`src/rtl/wb_bus_pkg.sv`:
```
//==============================================================================
// Module   : wb_bus_pkg
// Purpose  : Peripheral-segment Wishbone constants and arbiter state encoding.
// Revision : 1.0 - initial release
//==============================================================================
`default_nettype none

package wb_bus_pkg;

  localparam int WB_ADDR_W = 32;
  localparam int WB_DATA_W = 32;

  localparam logic [31:0] GPIO_MEM_ADDR   = 32'h8000_1000;
  localparam logic [31:0] GPIO_IDR_OFFSET = 32'h0000_0000;
  localparam logic [31:0] GPIO_ODR_OFFSET = 32'h0000_0004;

  // Read data returned to a master whose cycle had to be terminated.
  localparam logic [31:0] WB_BUS_ERR_DATA = 32'hFFFF_FFFF;

  typedef enum logic [0:0] {
    IDLE = 1'b0,
    BUSY = 1'b1
  } arb_state_t;

endpackage

`default_nettype wire

```
`src/rtl/rr_pick.sv`:
```
//==============================================================================
// Module   : rr_pick
// Purpose  : Round-robin pick: first request after last_idx, one-hot + index.
// Revision : 1.0 - initial release
//==============================================================================
`default_nettype none

module rr_pick #(
  parameter int NUM_MASTERS = 2,
  parameter int IDX_W       = 1
) (
  input  logic [NUM_MASTERS-1:0] req,
  input  logic [IDX_W-1:0]       last_idx,
  output logic [NUM_MASTERS-1:0] grant,
  output logic [IDX_W-1:0]       idx,
  output logic                   valid
);

  logic [IDX_W-1:0] cand;

  // Scan starts one past the previous owner, so the previous owner comes last.
  always_comb begin
    grant = '0;
    idx   = '0;
    valid = 1'b0;
    cand  = '0;
    for (int i = 1; i <= NUM_MASTERS; i++) begin
      cand = IDX_W'((int'(last_idx) + i) % NUM_MASTERS);
      if (!valid && req[cand]) begin
        valid       = 1'b1;
        grant[cand] = 1'b1;
        idx         = cand;
      end
    end
  end

endmodule

`default_nettype wire

```
`src/rtl/wb_rr_arbiter.sv`:
```
//==============================================================================
// Module   : wb_rr_arbiter
// Purpose  : Round-robin Wishbone classic arbiter, whole cyc-framed ownership.
//            Optional stalled-strobe timeout enabled by WB_ARB_TIMEOUT_EN.
// Revision : 1.0 - initial release
//==============================================================================
`default_nettype none

module wb_rr_arbiter
  import wb_bus_pkg::*;
#(
  parameter int NUM_MASTERS    = 2,
  parameter int ADDR_W         = WB_ADDR_W,
  parameter int DATA_W         = WB_DATA_W,
  parameter int TIMEOUT_CYCLES = 16
) (
  input  logic                          clk,
  input  logic                          rst,
  input  logic [NUM_MASTERS-1:0]        m_cyc_i,
  input  logic [NUM_MASTERS-1:0]        m_stb_i,
  input  logic [NUM_MASTERS-1:0]        m_we_i,
  input  logic [NUM_MASTERS*ADDR_W-1:0] m_adr_i,
  input  logic [NUM_MASTERS*DATA_W-1:0] m_dat_i,
  output logic [DATA_W-1:0]             m_dat_o,
  output logic [NUM_MASTERS-1:0]        m_ack_o,
  output logic                          s_cyc_o,
  output logic                          s_stb_o,
  output logic                          s_we_o,
  output logic [ADDR_W-1:0]             s_adr_o,
  output logic [DATA_W-1:0]             s_dat_o,
  input  logic [DATA_W-1:0]             s_dat_i,
  input  logic                          s_ack_i,
  output logic [NUM_MASTERS-1:0]        grant_o,
  output logic                          timeout_o
);

  localparam int IDX_W = (NUM_MASTERS > 1) ? $clog2(NUM_MASTERS) : 1;

  arb_state_t             r_state, w_state_nxt;
  logic [NUM_MASTERS-1:0] r_grant, w_grant_nxt;
  logic [IDX_W-1:0]       r_gidx, w_gidx_nxt;
  logic [IDX_W-1:0]       r_last_idx, w_last_idx_nxt;

  logic [NUM_MASTERS-1:0] w_pick_grant;
  logic [IDX_W-1:0]       w_pick_idx;
  logic                   w_pick_valid;

  logic                   w_busy;
  logic                   w_own_cyc;
  logic                   w_own_stb;
  logic                   w_timeout;

  logic [ADDR_W-1:0]      w_adr_arr [NUM_MASTERS];
  logic [DATA_W-1:0]      w_dat_arr [NUM_MASTERS];

  for (genvar gi = 0; gi < NUM_MASTERS; gi++) begin : g_unpack
    assign w_adr_arr[gi] = m_adr_i[gi*ADDR_W +: ADDR_W];
    assign w_dat_arr[gi] = m_dat_i[gi*DATA_W +: DATA_W];
  end

  rr_pick #(
    .NUM_MASTERS (NUM_MASTERS),
    .IDX_W       (IDX_W)
  ) u_pick (
    .req      (m_cyc_i),
    .last_idx (r_last_idx),
    .grant    (w_pick_grant),
    .idx      (w_pick_idx),
    .valid    (w_pick_valid)
  );

  // Outputs are masked while rst is high so an aborted transfer never acks.
  assign w_busy    = (r_state == BUSY) && !rst;
  assign w_own_cyc = m_cyc_i[r_gidx];
  assign w_own_stb = m_stb_i[r_gidx];
  assign grant_o   = rst ? '0 : r_grant;
  assign timeout_o = w_timeout;

`ifdef WB_ARB_TIMEOUT_EN
  localparam int TO_W = (TIMEOUT_CYCLES > 1) ? $clog2(TIMEOUT_CYCLES) : 1;

  logic [TO_W-1:0] r_to_cnt, w_to_cnt_nxt;
  logic            w_stall;

  assign w_stall   = w_busy && w_own_cyc && w_own_stb && !s_ack_i;
  assign w_timeout = w_stall && (r_to_cnt == TO_W'(TIMEOUT_CYCLES - 1));

  always_comb begin
    w_to_cnt_nxt = '0;
    if (w_stall && !w_timeout) begin
      w_to_cnt_nxt = r_to_cnt + 1'b1;
    end
  end

  always_ff @(posedge clk) begin
    if (rst) begin
      r_to_cnt <= '0;
    end else begin
      r_to_cnt <= w_to_cnt_nxt;
    end
  end
`else
  // No counter: a silent slave stalls the owner; the limit has no effect.
  assign w_timeout = (TIMEOUT_CYCLES < 0);
`endif

  always_comb begin
    w_state_nxt    = r_state;
    w_grant_nxt    = r_grant;
    w_gidx_nxt     = r_gidx;
    w_last_idx_nxt = r_last_idx;
    s_cyc_o        = 1'b0;
    s_stb_o        = 1'b0;
    s_we_o         = 1'b0;
    s_adr_o        = '0;
    s_dat_o        = '0;
    m_ack_o        = '0;
    m_dat_o        = '0;

    case (r_state)
      IDLE: begin
        if (w_pick_valid) begin
          w_state_nxt = BUSY;
          w_grant_nxt = w_pick_grant;
          w_gidx_nxt  = w_pick_idx;
        end
      end
      BUSY: begin
        if (w_busy) begin
          s_cyc_o = w_own_cyc;
          s_stb_o = w_own_stb && !w_timeout;
          s_we_o  = m_we_i[r_gidx];
          s_adr_o = w_adr_arr[r_gidx];
          s_dat_o = w_dat_arr[r_gidx];
          m_dat_o = w_timeout ? DATA_W'(WB_BUS_ERR_DATA) : s_dat_i;
          // A stray slave ack after the owner dropped stb is not forwarded.
          if (w_own_cyc && w_own_stb && (s_ack_i || w_timeout)) begin
            m_ack_o = r_grant;
          end
        end
        if (!w_own_cyc) begin
          w_state_nxt    = IDLE;
          w_grant_nxt    = '0;
          w_last_idx_nxt = r_gidx;
        end
      end
      default: begin
        w_state_nxt = IDLE;
        w_grant_nxt = '0;
      end
    endcase
  end

  always_ff @(posedge clk) begin
    if (rst) begin
      r_state    <= IDLE;
      r_grant    <= '0;
      r_gidx     <= '0;
      r_last_idx <= IDX_W'(NUM_MASTERS - 1);
    end else begin
      r_state    <= w_state_nxt;
      r_grant    <= w_grant_nxt;
      r_gidx     <= w_gidx_nxt;
      r_last_idx <= w_last_idx_nxt;
    end
  end

endmodule

`default_nettype wire
```
`config.mk`:
```
export PLATFORM = sky130hd
export DESIGN_NAME = wb_rr_arbiter
export DESIGN_NICKNAME = d
export VERILOG_FILES = /design/src/rtl/wb_bus_pkg.sv /design/src/rtl/rr_pick.sv /design/src/rtl/wb_rr_arbiter.sv
export SDC_FILE = /design/constraint.sdc
export NUM_CORES = 1
export LEC_CHECK = 0
export CAP_MARGIN = 0
export CORE_AREA = 5 5 102 104
export CTS_CLUSTER_SIZE = 16
export DETAILED_ROUTE_END_ITERATION = 7
export DIE_AREA = 0 0 107 109
export HOLD_SLACK_MARGIN = 0.08
export PLACE_DENSITY = 0.67
export SLEW_MARGIN = 5
export SYNTH_ARGS = -nofsm -noshare
export SYNTH_HDL_FRONTEND = slang
export SYNTH_SLANG_ARGS = --single-unit
```
`constraint.sdc`:
```
create_clock -name clk -period 2 [get_ports clk]
set_input_delay 0.6 -clock clk [delete_from_list [all_inputs] [get_ports clk]]
set_output_delay 0.6 -clock clk [all_outputs]
set_load 0.02 [all_outputs]
```
==> impl_metrics.yaml, run 1 <==
finish:
  layout-drive-gt1-share_pct: 37.7
  num-fill-cells: 887
  syn_to_final_growth_pct: 226
  antenna-diode-count: 0
  finalNetCount: 671
  sequential_cell_area_um2: 104
  final_area_um2: 4990
  multi_input_gate_area_um2: 1460
pwr:
  comb_power_share_pct: 76.2
  relative_contribution_of_sequential_cells_to_total_power_pct: 9.2
  ir_worst_vdd_v: 0.000274
  total_switching_power_w: 0.000465
  clkPwrFrac_pct: 14.6
  fin_total_pwr_w: 0.00133
  netSwitchingFraction_pct: 35.1
  total_leakage_power_nw: 2.91
  intPower_w: 0.000862
  power.density_nw_per_um2: 266
synth:
  synth_async_sr_flop_share_pct: 0
  post_synth_num_cell_types: 27
  post_synth.cell_area_avg_um2: 7.11
  synth-seq-cells: 5
  yosysSeqAreaShare_pct: 6.55
  post_synth_edffs: 0
  syn-num-nets: 384
  syn_area_um2: 1530
  ys.warnings.count: 0
  syn-instance-count: 215
  most_frequently_used_flop_master_after_synthesis: "sky130_fd_sc_hd__dfxtp_1"
floorplan:
  core.rowCount: 36
  initial_standard_cell_utilization_of_the_core_pct: 16.2
  floorplan.io_pins: 273
  floorplan.die_area_um2: 11700
  floorplan.die.height_um: 109
  fp.dieW_um: 107
  core_region_area_um2: 9460
critical_path:
  worst-path-max-fanout: 8
  worst_path_most_repeated_cell: "sky130_fd_sc_hd__buf_6"
  cell_family_contributing_the_most_delay_on_the_critical_path: "buffers and inverters"
  timing.critical_path.buf_inv: 4
  worstSetupStartpointType: "input pin"
  type_of_the_setup_path_with_the_least_slack: "input pin to primary output"
  crit_path_max_incr_delay_ns: 0.26
  library_cell_contributing_the_largest_single_delay_on_the_critical_path: "sky130_fd_sc_hd__and2b_4"
  worstPathCellList: "buf_6 > and2b_4 > buf_4 > buf_12 > and2_4 > buf_6"
  arr_time_crit_path_ns: 1.46
  timing.critical_path.to_type: "primary output"
  worst-endpoint-required_ns: 1.40
hold_path:
  holdCritPathClass: "flop to flop"
placed_design:
  placement.cell_area_um2: 4480
  hpwlAfterDp_mm: 7.99
  port_buffers: 271
  place.gp.congestion: 0.820
global_route:
  grt-ovfl-total: 0
  grt_start_max_net_pins: 35
  antenna_found_initial: 0
  grt_use_total_pct: 15.4
  global_route_wire_length_before_repair_mm: 14.2
  first_global_vias: 2769
cts:
  cts_root_buffer: "sky130_fd_sc_hd__clkbuf_8"
  insertion_delay_ns: 0.23
  cts_tree: "built"
  postCtsHoldBufs: 0
  ctsHtreeMaxLevel: 1
  numClockSinks: 5
  cts_buffers: 3
  clk_path_buf_depth: 2
  worst_setup_hold_path_clk_slew_ns: 0.04
drt:
  wl_per_cell_um: 16.3
  route.vias.total: 2604
  ant_nets: 0
  avg_vias_per_cell: 4.23
  initial_drt_markers: 63
  drc_errors: 0
  drt_wl_total_mm: 10.0
  drt_pre_antenna_iters: 4
sta:
  timing.final.setup_violations: 33
  min_period_ns: 2.06
  max_freq_mhz: 485
  worst_hold_slack_ns: 0.520
  max_slew_violations: 0
  period_share_pct: 103
  final.setup_skew_ns: 0.000510
  fin_ws_ns: -0.0601
  final_count_of_hold_timing_violations: 0
  fin_tns_setup_ns: -1.44
  rsz0062_at_grt: "true"
job:
  max_cap_violations: 0
run_status:
  failing_checks: "setup timing"
  status: "finished, violations left"
worst register-to-register path: stages (launching register included):
cell and delay, ns:
sky130_fd_sc_hd__dfxtp_4 0.41, sky130_fd_sc_hd__buf_6 0.13, sky130_fd_sc_hd__mux2i_4 0.24, sky130_fd_sc_hd__buf_4 0.15, sky130_fd_sc_hd__o2bb2ai_1 0.07, sky130_fd_sc_hd__a32o_1 0.21
layout make-up:
class	count	share of cell area, %
clock buffers	3	0.828
clock inverters	1	0.100
inverters	2	0.151
multi-input cells	189	29.2
flip-flops and latches	5	2.08
well taps	114	2.86
repair buffers	301	64.8
per-stage QoR:
| step | setup WS [ns] | std cells | utilization [%] |
|---|---|---|---|
| after floorplan | -0.0125 | 215 | - |
| after global placement | -0.928 | 600 | 47.3 |
| after CTS | -0.113 | 616 | 48.7 |
| after detailed placement | -0.967 | 600 | 47.3 |
| after global routing | -0.0864 | 615 | 52.7 |
| final | -0.0601 | 615 | 52.7 |
registers in the layout, indices dropped and copies added (netlist names):
signal and flops:
r_grant 2, r_gidx 1, r_last_idx 1, r_state 1
per-layer routing:
| metal | global-route usage [%] | wire length [um] | up-vias |
|---|---|---|---|
| li1 | - | - | 1288 |
| met1 | 15.5 | 3320 | 1159 |
| met2 | 29.9 | 5590 | 144 |
| met3 | 5.21 | 927 | 13 |
| met4 | 4.66 | 187 | 0 |
| met5 | 0 | 0 | - |
cell usage in the layout (no fill, tap or decap), drive strengths merged, types with 2 or more instances in the layout:
cell           count
clkbuf             6
nor2b              3
a21oi              3
inv                2
nor2              67
dfxtp              5
nand2b             3
buf              130
clkdlybuf4s50     64
dlymetal6s2s      87
and2              33
clkdlybuf4s15      3
mux2i             66
and4               2
dlygate4sd2       14
logic make-up after synthesis:
kind of cell	synth area share, %
AND/OR/NAND/NOR	35.4
multiplexers	44.8
buffers and inverters	8.76
AO/OA/AOI/OAI	4.26
flip-flops	6.55
other	0.245
final timing paths:
| path | from | endpoint | slack (ns) | cells past startpoint |
|---|---|---|---|---|
| setup / recovery | rst | m_dat_o[4] | -0.06 | 6 |
| hold / removal | r_grant[0] | r_grant[0] | 0.52 | 1 |
| setup reg to reg | r_gidx | r_grant[0] | 0.68 | 5 |
| hold reg to reg | r_grant[0] | r_grant[0] | 0.52 | 1 |
power groups by stage:
stage | Clock (W) | Combinational [W] | Sequential, W
after global routing | 0.000205 | 0.00108 | 0.000124
after detailed placement | 0 | 0.000943 | 0.000123
after floorplan | 0 | 0.000370 | 0.000117
after global placement | 0 | 0.000935 | 0.000122
after CTS | 0.000198 | 0.000997 | 0.000120
final | 0.000193 | 0.00101 | 0.000122
cell usage after synthesis (2+ instances only):
cell,number,share of area (%)
sky130_fd_sc_hd__and2_1,33,14
sky130_fd_sc_hd__mux2i_1,65,43
sky130_fd_sc_hd__and4_1,2,1.1
sky130_fd_sc_hd__dfxtp_1,5,6.6
sky130_fd_sc_hd__buf_6,2,1.5
sky130_fd_sc_hd__nand2b_1,3,1.2
sky130_fd_sc_hd__buf_2,5,1.6
sky130_fd_sc_hd__inv_1,2,0.49
sky130_fd_sc_hd__buf_4,9,4.4
sky130_fd_sc_hd__clkbuf_1,3,0.74
sky130_fd_sc_hd__nor2_1,66,16
sky130_fd_sc_hd__a21oi_1,3,0.98
sky130_fd_sc_hd__nor2b_1,3,1.2
repair_timing:
action	in CTS	in global routing
endpoints found under the setup margin	103	97
gates cloned	4	2
hold endpoints to repair	0	0
pin swaps	24	51
setup buffers	9	0
resized for setup	567	154
Power figures use the tool's default switching activity.
==> run 2: changes to the inputs <==
==> constraint.sdc (replaced) <==
create_clock -name clk -period 2 [get_ports clk]
set_input_delay 0.6 -clock clk [delete_from_list [all_inputs] [get_ports clk]]
set_output_delay 0.6 -clock clk [all_outputs]
set_load 0.005 [all_outputs]
==> run 2 against run 1 <==
Against the previous run: the flow still finishes with violations (setup timing); non-clock buffer count rose by 27; first-iteration DRC count increased by 89%; clock-buffer cell count up 1; utilization is 5.4 points higher; wire length increased by 12%; global-route usage is 1.4 points higher; sequential share of layout area shrank 0.19 points; register-to-register slack got worse by 0.14 ns; maximum frequency down 2.4%; sequential cell count did not move; critical path type unchanged; highest routed layer unchanged.
==> impl_metrics.yaml, run 2 (synthesis results as in run 1) <==
sta:
  min_period_ns: 2.11
  max_freq_mhz: 474
  final_count_of_hold_timing_violations: 0
  rsz0062_at_grt: "true"
  fin_ws_ns: -0.111
  final.setup_skew_ns: 0.00227
  max_slew_violations: 0
  worst_hold_slack_ns: 0.507
  timing.final.setup_violations: 59
  period_share_pct: 106
floorplan:
  initial_standard_cell_utilization_of_the_core_pct: 16.2
  core_region_area_um2: 9460
  core.rowCount: 36
  floorplan.die_area_um2: 11700
  fp.dieW_um: 107
  floorplan.die.height_um: 109
  floorplan.io_pins: 273
drt:
  route.vias.total: 2776
  wl_met1_mm: 3.92
  avg_vias_per_cell: 4.32
  drt_pre_antenna_iters: 4
  ant_nets: 0
  initial_drt_markers: 119
  met2_wirelength_mm: 6.03
  route.top_layer_used: "met4"
  drc_errors: 0
  drt_wl_total_mm: 11.2
  met3_wirelength_um: 994
  wl_per_cell_um: 17.4
critical_path:
  critical_path.startpoint: "rst"
  r2r_start: "r_gidx"
  worstSetupStartpointType: "input pin"
  worst-endpoint-required_ns: 1.40
  type_of_the_setup_path_with_the_least_slack: "input pin to primary output"
  rrSetupSlack_ns: 0.54
  worst-path-max-fanout: 7
  reg2reg_depth: 5
  arr_time_crit_path_ns: 1.51
  reg2reg_to: "r_grant[1]"
  timing.critical_path.to_type: "primary output"
pwr:
  power.density_nw_per_um2: 261
  relative_contribution_of_sequential_cells_to_total_power_pct: 8.6
  intPower_w: 0.000956
  total_switching_power_w: 0.000481
  clkPwrFrac_pct: 13.4
  total_leakage_power_nw: 2.82
  ir_worst_vdd_v: 0.000221
  netSwitchingFraction_pct: 33.5
  comb_power_share_pct: 78.1
hold_path:
  holdPathStages: 1
  hold_end: "r_grant[0]"
  hold_path.startpoint: "r_grant[0]"
  holdCritPathClass: "flop to flop"
run_status:
  failing_checks: "setup timing"
  status: "finished, violations left"
finish:
  multi_input_gate_area_um2: 1940
  regMostFlops: "r_grant"
  num-fill-cells: 832
  mostFrequentLayoutCells: "sky130_fd_sc_hd__clkdlybuf4s50_1 (90), sky130_fd_sc_hd__buf_2 (79), sky130_fd_sc_hd__dlymetal6s2s_1 (52), sky130_fd_sc_hd__nor2_4 (39), sky130_fd_sc_hd__buf_6 (34)"
  syn_to_final_growth_pct: 260
  postLayoutCoreUtil_pct: 58.1
  largest_register_ffs: 2
  layout-drive-gt1-share_pct: 53.8
  sequential_cell_area_um2: 104
  most_common_cell_after_layout_fill_and_taps_aside: "sky130_fd_sc_hd__clkdlybuf4s50_1"
  finalNetCount: 698
global_route:
  grt_use_total_pct: 16.8
  grt_start_max_net_pins: 29
  first_global_vias: 3064
  global_route_wire_length_before_repair_mm: 15.5
  antenna_found_initial: 0
  grt-ovfl-total: 0
cts:
  insertion_delay_ns: 0.23
  cts_buffers: 3
  ctsHtreeMaxLevel: 1
  cts_tree: "built"
  numClockSinks: 5
  clk_path_buf_depth: 2
  cts_root_buffer: "sky130_fd_sc_hd__clkbuf_8"
  worst_setup_hold_path_clk_slew_ns: 0.03
placed_design:
  port_buffers: 271
  hpwlAfterDp_mm: 7.86
  place.gp.congestion: 0.806
job:
  max_cap_violations: 0
run 2: through the flow:
stage	total power, W	instance area, um2	std cells	TNS, ns	setup WS (ns)
2_1_floorplan	0.000390	1530	215	0	0.172
3_3_place_gp	0.000946	4440	598	-76.97	-0.825
4_1_cts	0.00126	4710	635	-3.65	-0.124
6_report	0.00144	5500	643	-1.43	-0.111
5_1_grt	0.00152	5490	642	-3.94	-0.131
3_5_place_dp	0.000953	4440	598	-79.69	-0.879
run 2: cell type report:
type	count	share of cell area, %
repair buffers	328	59.2
multi-input cells	189	35.4
well taps	114	2.60
flip-flops and latches	5	1.89
clock buffers	4	0.819
inverters	2	0.137
diodes	1	0.0455
run 2: how the worst max path moves through the flow:
stage,to,slack [ns],cells after the start
after CTS,m_dat_o[17],-0.12,7
final,m_dat_o[9],-0.11,7
after global routing,m_dat_o[9],-0.13,7
after detailed placement,s_dat_o[26],-0.88,5
after global placement,m_ack_o[1],-0.82,5
after floorplan,s_adr_o[0],0.17,4
run 2: metal layers:
| layer | track usage [%] | vias to the layer above |
|---|---|---|
| met5 | 0 | - |
| met4 | 5.02 | 0 |
| met3 | 5.39 | 13 |
| met2 | 32.6 | 150 |
| met1 | 17.1 | 1258 |
| li1 | - | 1355 |
run 2: worst max-delay path, stage by stage:
cell and delay, ns:
sky130_fd_sc_hd__buf_8 0.07, sky130_fd_sc_hd__and2b_2 0.22, sky130_fd_sc_hd__buf_6 0.14, sky130_fd_sc_hd__buf_12 0.13
sky130_fd_sc_hd__buf_6 0.10, sky130_fd_sc_hd__and2_4 0.14, sky130_fd_sc_hd__buf_6 0.11
run 2: what timing repair did:
item / CTS / global route
resized for setup: 538 / 188
buffers inserted: 27 / 7
endpoints found under the setup margin: 103 / 100
hold buffers: 0 / 0
gates cloned: 8 / 3
pin swaps: 44 / 39
hold endpoints to repair: 0 / 0
run 2: power groups by stage:
stage | Sequential, W | Combinational [W] | Clock (W)
after floorplan | 0.000117 | 0.000273 | 0
after global placement | 0.000124 | 0.000822 | 0
after detailed placement | 0.000124 | 0.000829 | 0
after CTS | 0.000123 | 0.000939 | 0.000200
after global routing | 0.000125 | 0.00119 | 0.000202
final | 0.000123 | 0.00112 | 0.000192
==> run 3: changes to the inputs <==
- GPL_TIMING_DRIVEN: not set -> 0
==> run 3 against run 2 <==
Against the previous run: the run still ends with setup timing left; maximum frequency increased by 1.4%; critical path depth unchanged; die area unchanged; sequential cell count unchanged; sequential share of layout area increased by 0.10 points; utilization decreased by 2.3 points; sequential power about the same; wire length decreased by 6.4%; clock power about the same.
==> impl_metrics.yaml, run 3 (synthesis results as in run 1) <==
finish:
  final_area_um2: 5280
  regMostFlops: "r_grant"
  postLayoutCoreUtil_pct: 55.8
  antenna-diode-count: 0
  largest_register_ffs: 2
  finalNetCount: 692
  syn_to_final_growth_pct: 245
  mostFrequentLayoutCells: "sky130_fd_sc_hd__clkdlybuf4s50_1 (137), sky130_fd_sc_hd__buf_2 (76), sky130_fd_sc_hd__mux2i_1 (39), sky130_fd_sc_hd__buf_6 (38), sky130_fd_sc_hd__nor2_2 (29)"
  most_common_cell_after_layout_fill_and_taps_aside: "sky130_fd_sc_hd__clkdlybuf4s50_1"
  layout-drive-gt1-share_pct: 49.2
hold_path:
  hold_path.startpoint: "r_grant[0]"
  holdPathStages: 1
  hold_end: "r_grant[0]"
  holdCritPathClass: "flop to flop"
pwr:
  netSwitchingFraction_pct: 31.2
  relative_contribution_of_sequential_cells_to_total_power_pct: 8.8
  ir_worst_vdd_v: 0.000203
  fin_total_pwr_w: 0.00140
  comb_power_share_pct: 77.6
  clkPwrFrac_pct: 13.5
  power.density_nw_per_um2: 265
  total_leakage_power_nw: 2.46
  intPower_w: 0.000962
  total_switching_power_w: 0.000437
cts:
  numClockSinks: 5
  insertion_delay_ns: 0.22
  worst_setup_hold_path_clk_slew_ns: 0.04
  cts_root_buffer: "sky130_fd_sc_hd__clkbuf_8"
  ctsHtreeMaxLevel: 1
  cts_buffers: 3
  cts_tree: "built"
  clk_path_buf_depth: 2
placed_design:
  placement.cell_area_um2: 4380
  hpwlAfterDp_mm: 8.10
  port_buffers: 271
  place.gp.congestion: 0.803
  pre_cts_slack_ns: -1.10
critical_path:
  reg2reg_to: "r_grant[0]"
  r2r_start: "r_gidx"
  worstSetupStartpointType: "input pin"
  timing.critical_path.to_type: "primary output"
  worst-path-max-fanout: 4
  reg2reg_depth: 5
  type_of_the_setup_path_with_the_least_slack: "input pin to primary output"
  worst-endpoint-required_ns: 1.40
  arr_time_crit_path_ns: 1.48
  rrSetupSlack_ns: 0.74
drt:
  drt_pre_antenna_iters: 3
  wl_per_cell_um: 16.5
  drc_errors: 0
  ant_nets: 0
  drt_wl_total_mm: 10.5
  avg_vias_per_cell: 4.32
  route.vias.total: 2747
  initial_drt_markers: 56
global_route:
  antenna_found_initial: 0
  global_route_wire_length_before_repair_mm: 14.4
  grt-ovfl-total: 0
  grt_use_total_pct: 15.3
  grt_start_max_net_pins: 11
  first_global_vias: 2928
run_status:
  status: "finished, violations left"
  failing_checks: "setup timing"
floorplan:
  initial_standard_cell_utilization_of_the_core_pct: 16.2
  floorplan.die_area_um2: 11700
  floorplan.die.height_um: 109
  core.rowCount: 36
  fp.dieW_um: 107
  floorplan.io_pins: 273
  core_region_area_um2: 9460
sta:
  timing.final.setup_violations: 24
  max_slew_violations: 0
  max_freq_mhz: 480
  min_period_ns: 2.08
  period_share_pct: 104
  fin_ws_ns: -0.0827
  rsz0062_at_grt: "true"
  final_count_of_hold_timing_violations: 0
  final.setup_skew_ns: 0.00287
job:
  max_cap_violations: 0
## run 3: final cells by class
cell class	count	area, um2
Fill cell	861	4180
Timing Repair Buffer	305	2870
Multi-Input combinational cell	189	1820
Buffer	17	294
Tap cell	114	143
Sequential cell	5	105
Clock buffer	4	45.0
Inverter	2	7.51
## run 3: through the flow
stage,hold slack [ns],cells,TNS (ns)
2_1_floorplan,0.448,215,0
3_3_place_gp,0.488,600,-102.09
3_5_place_dp,0.487,600,-103.10
4_1_cts,0.501,631,-2.91
5_1_grt,0.529,636,-2.36
6_report,0.511,636,-0.947
## run 3: timing repair
action,4_1_cts,5_1_grt
resized for setup,550,134
endpoints found under the setup margin,103,89
hold buffers,0,0
endpoints found under the hold margin,0,0
cloned,4,5
setup buffers,23,5
pin swaps,31,17
## run 3: worst max-delay path, stage by stage
cell	delay, ns
sky130_fd_sc_hd__buf_8	0.10
sky130_fd_sc_hd__and2b_4	0.27
sky130_fd_sc_hd__buf_6	0.12
sky130_fd_sc_hd__buf_8	0.10
sky130_fd_sc_hd__buf_6	0.09
sky130_fd_sc_hd__and2_4	0.13
sky130_fd_sc_hd__buf_6	0.09
## run 3: how the worst max path moves through the flow
| stage | start | endpoint | cells after the start |
|---|---|---|---|
| final | rst | m_dat_o[24] | 7 |
| after global routing | rst | m_dat_o[9] | 7 |
| after CTS | rst | m_dat_o[30] | 7 |
| after detailed placement | rst | s_dat_o[2] | 6 |
| after global placement | rst | s_adr_o[26] | 6 |
| after floorplan | rst | s_adr_o[0] | 4 |
## run 3: per-layer routing
layer | track usage (%) | part of all wire [%]
met1 | 15.2 | 33
met2 | 29.9 | 57
met3 | 4.91 | 8.7
met4 | 4.84 | 1.7
met5 | 0 | 0
## run 3: power by group through the flow
stage | Clock, W | Sequential [W] | Combinational (W)
2_1_floorplan | 0 | 0.000117 | 0.000273
5_1_grt | 0.000199 | 0.000125 | 0.00115
4_1_cts | 0.000196 | 0.000119 | 0.000917
6_report | 0.000189 | 0.000123 | 0.00109
3_3_place_gp | 0 | 0.000120 | 0.000807
3_5_place_dp | 0 | 0.000120 | 0.000815
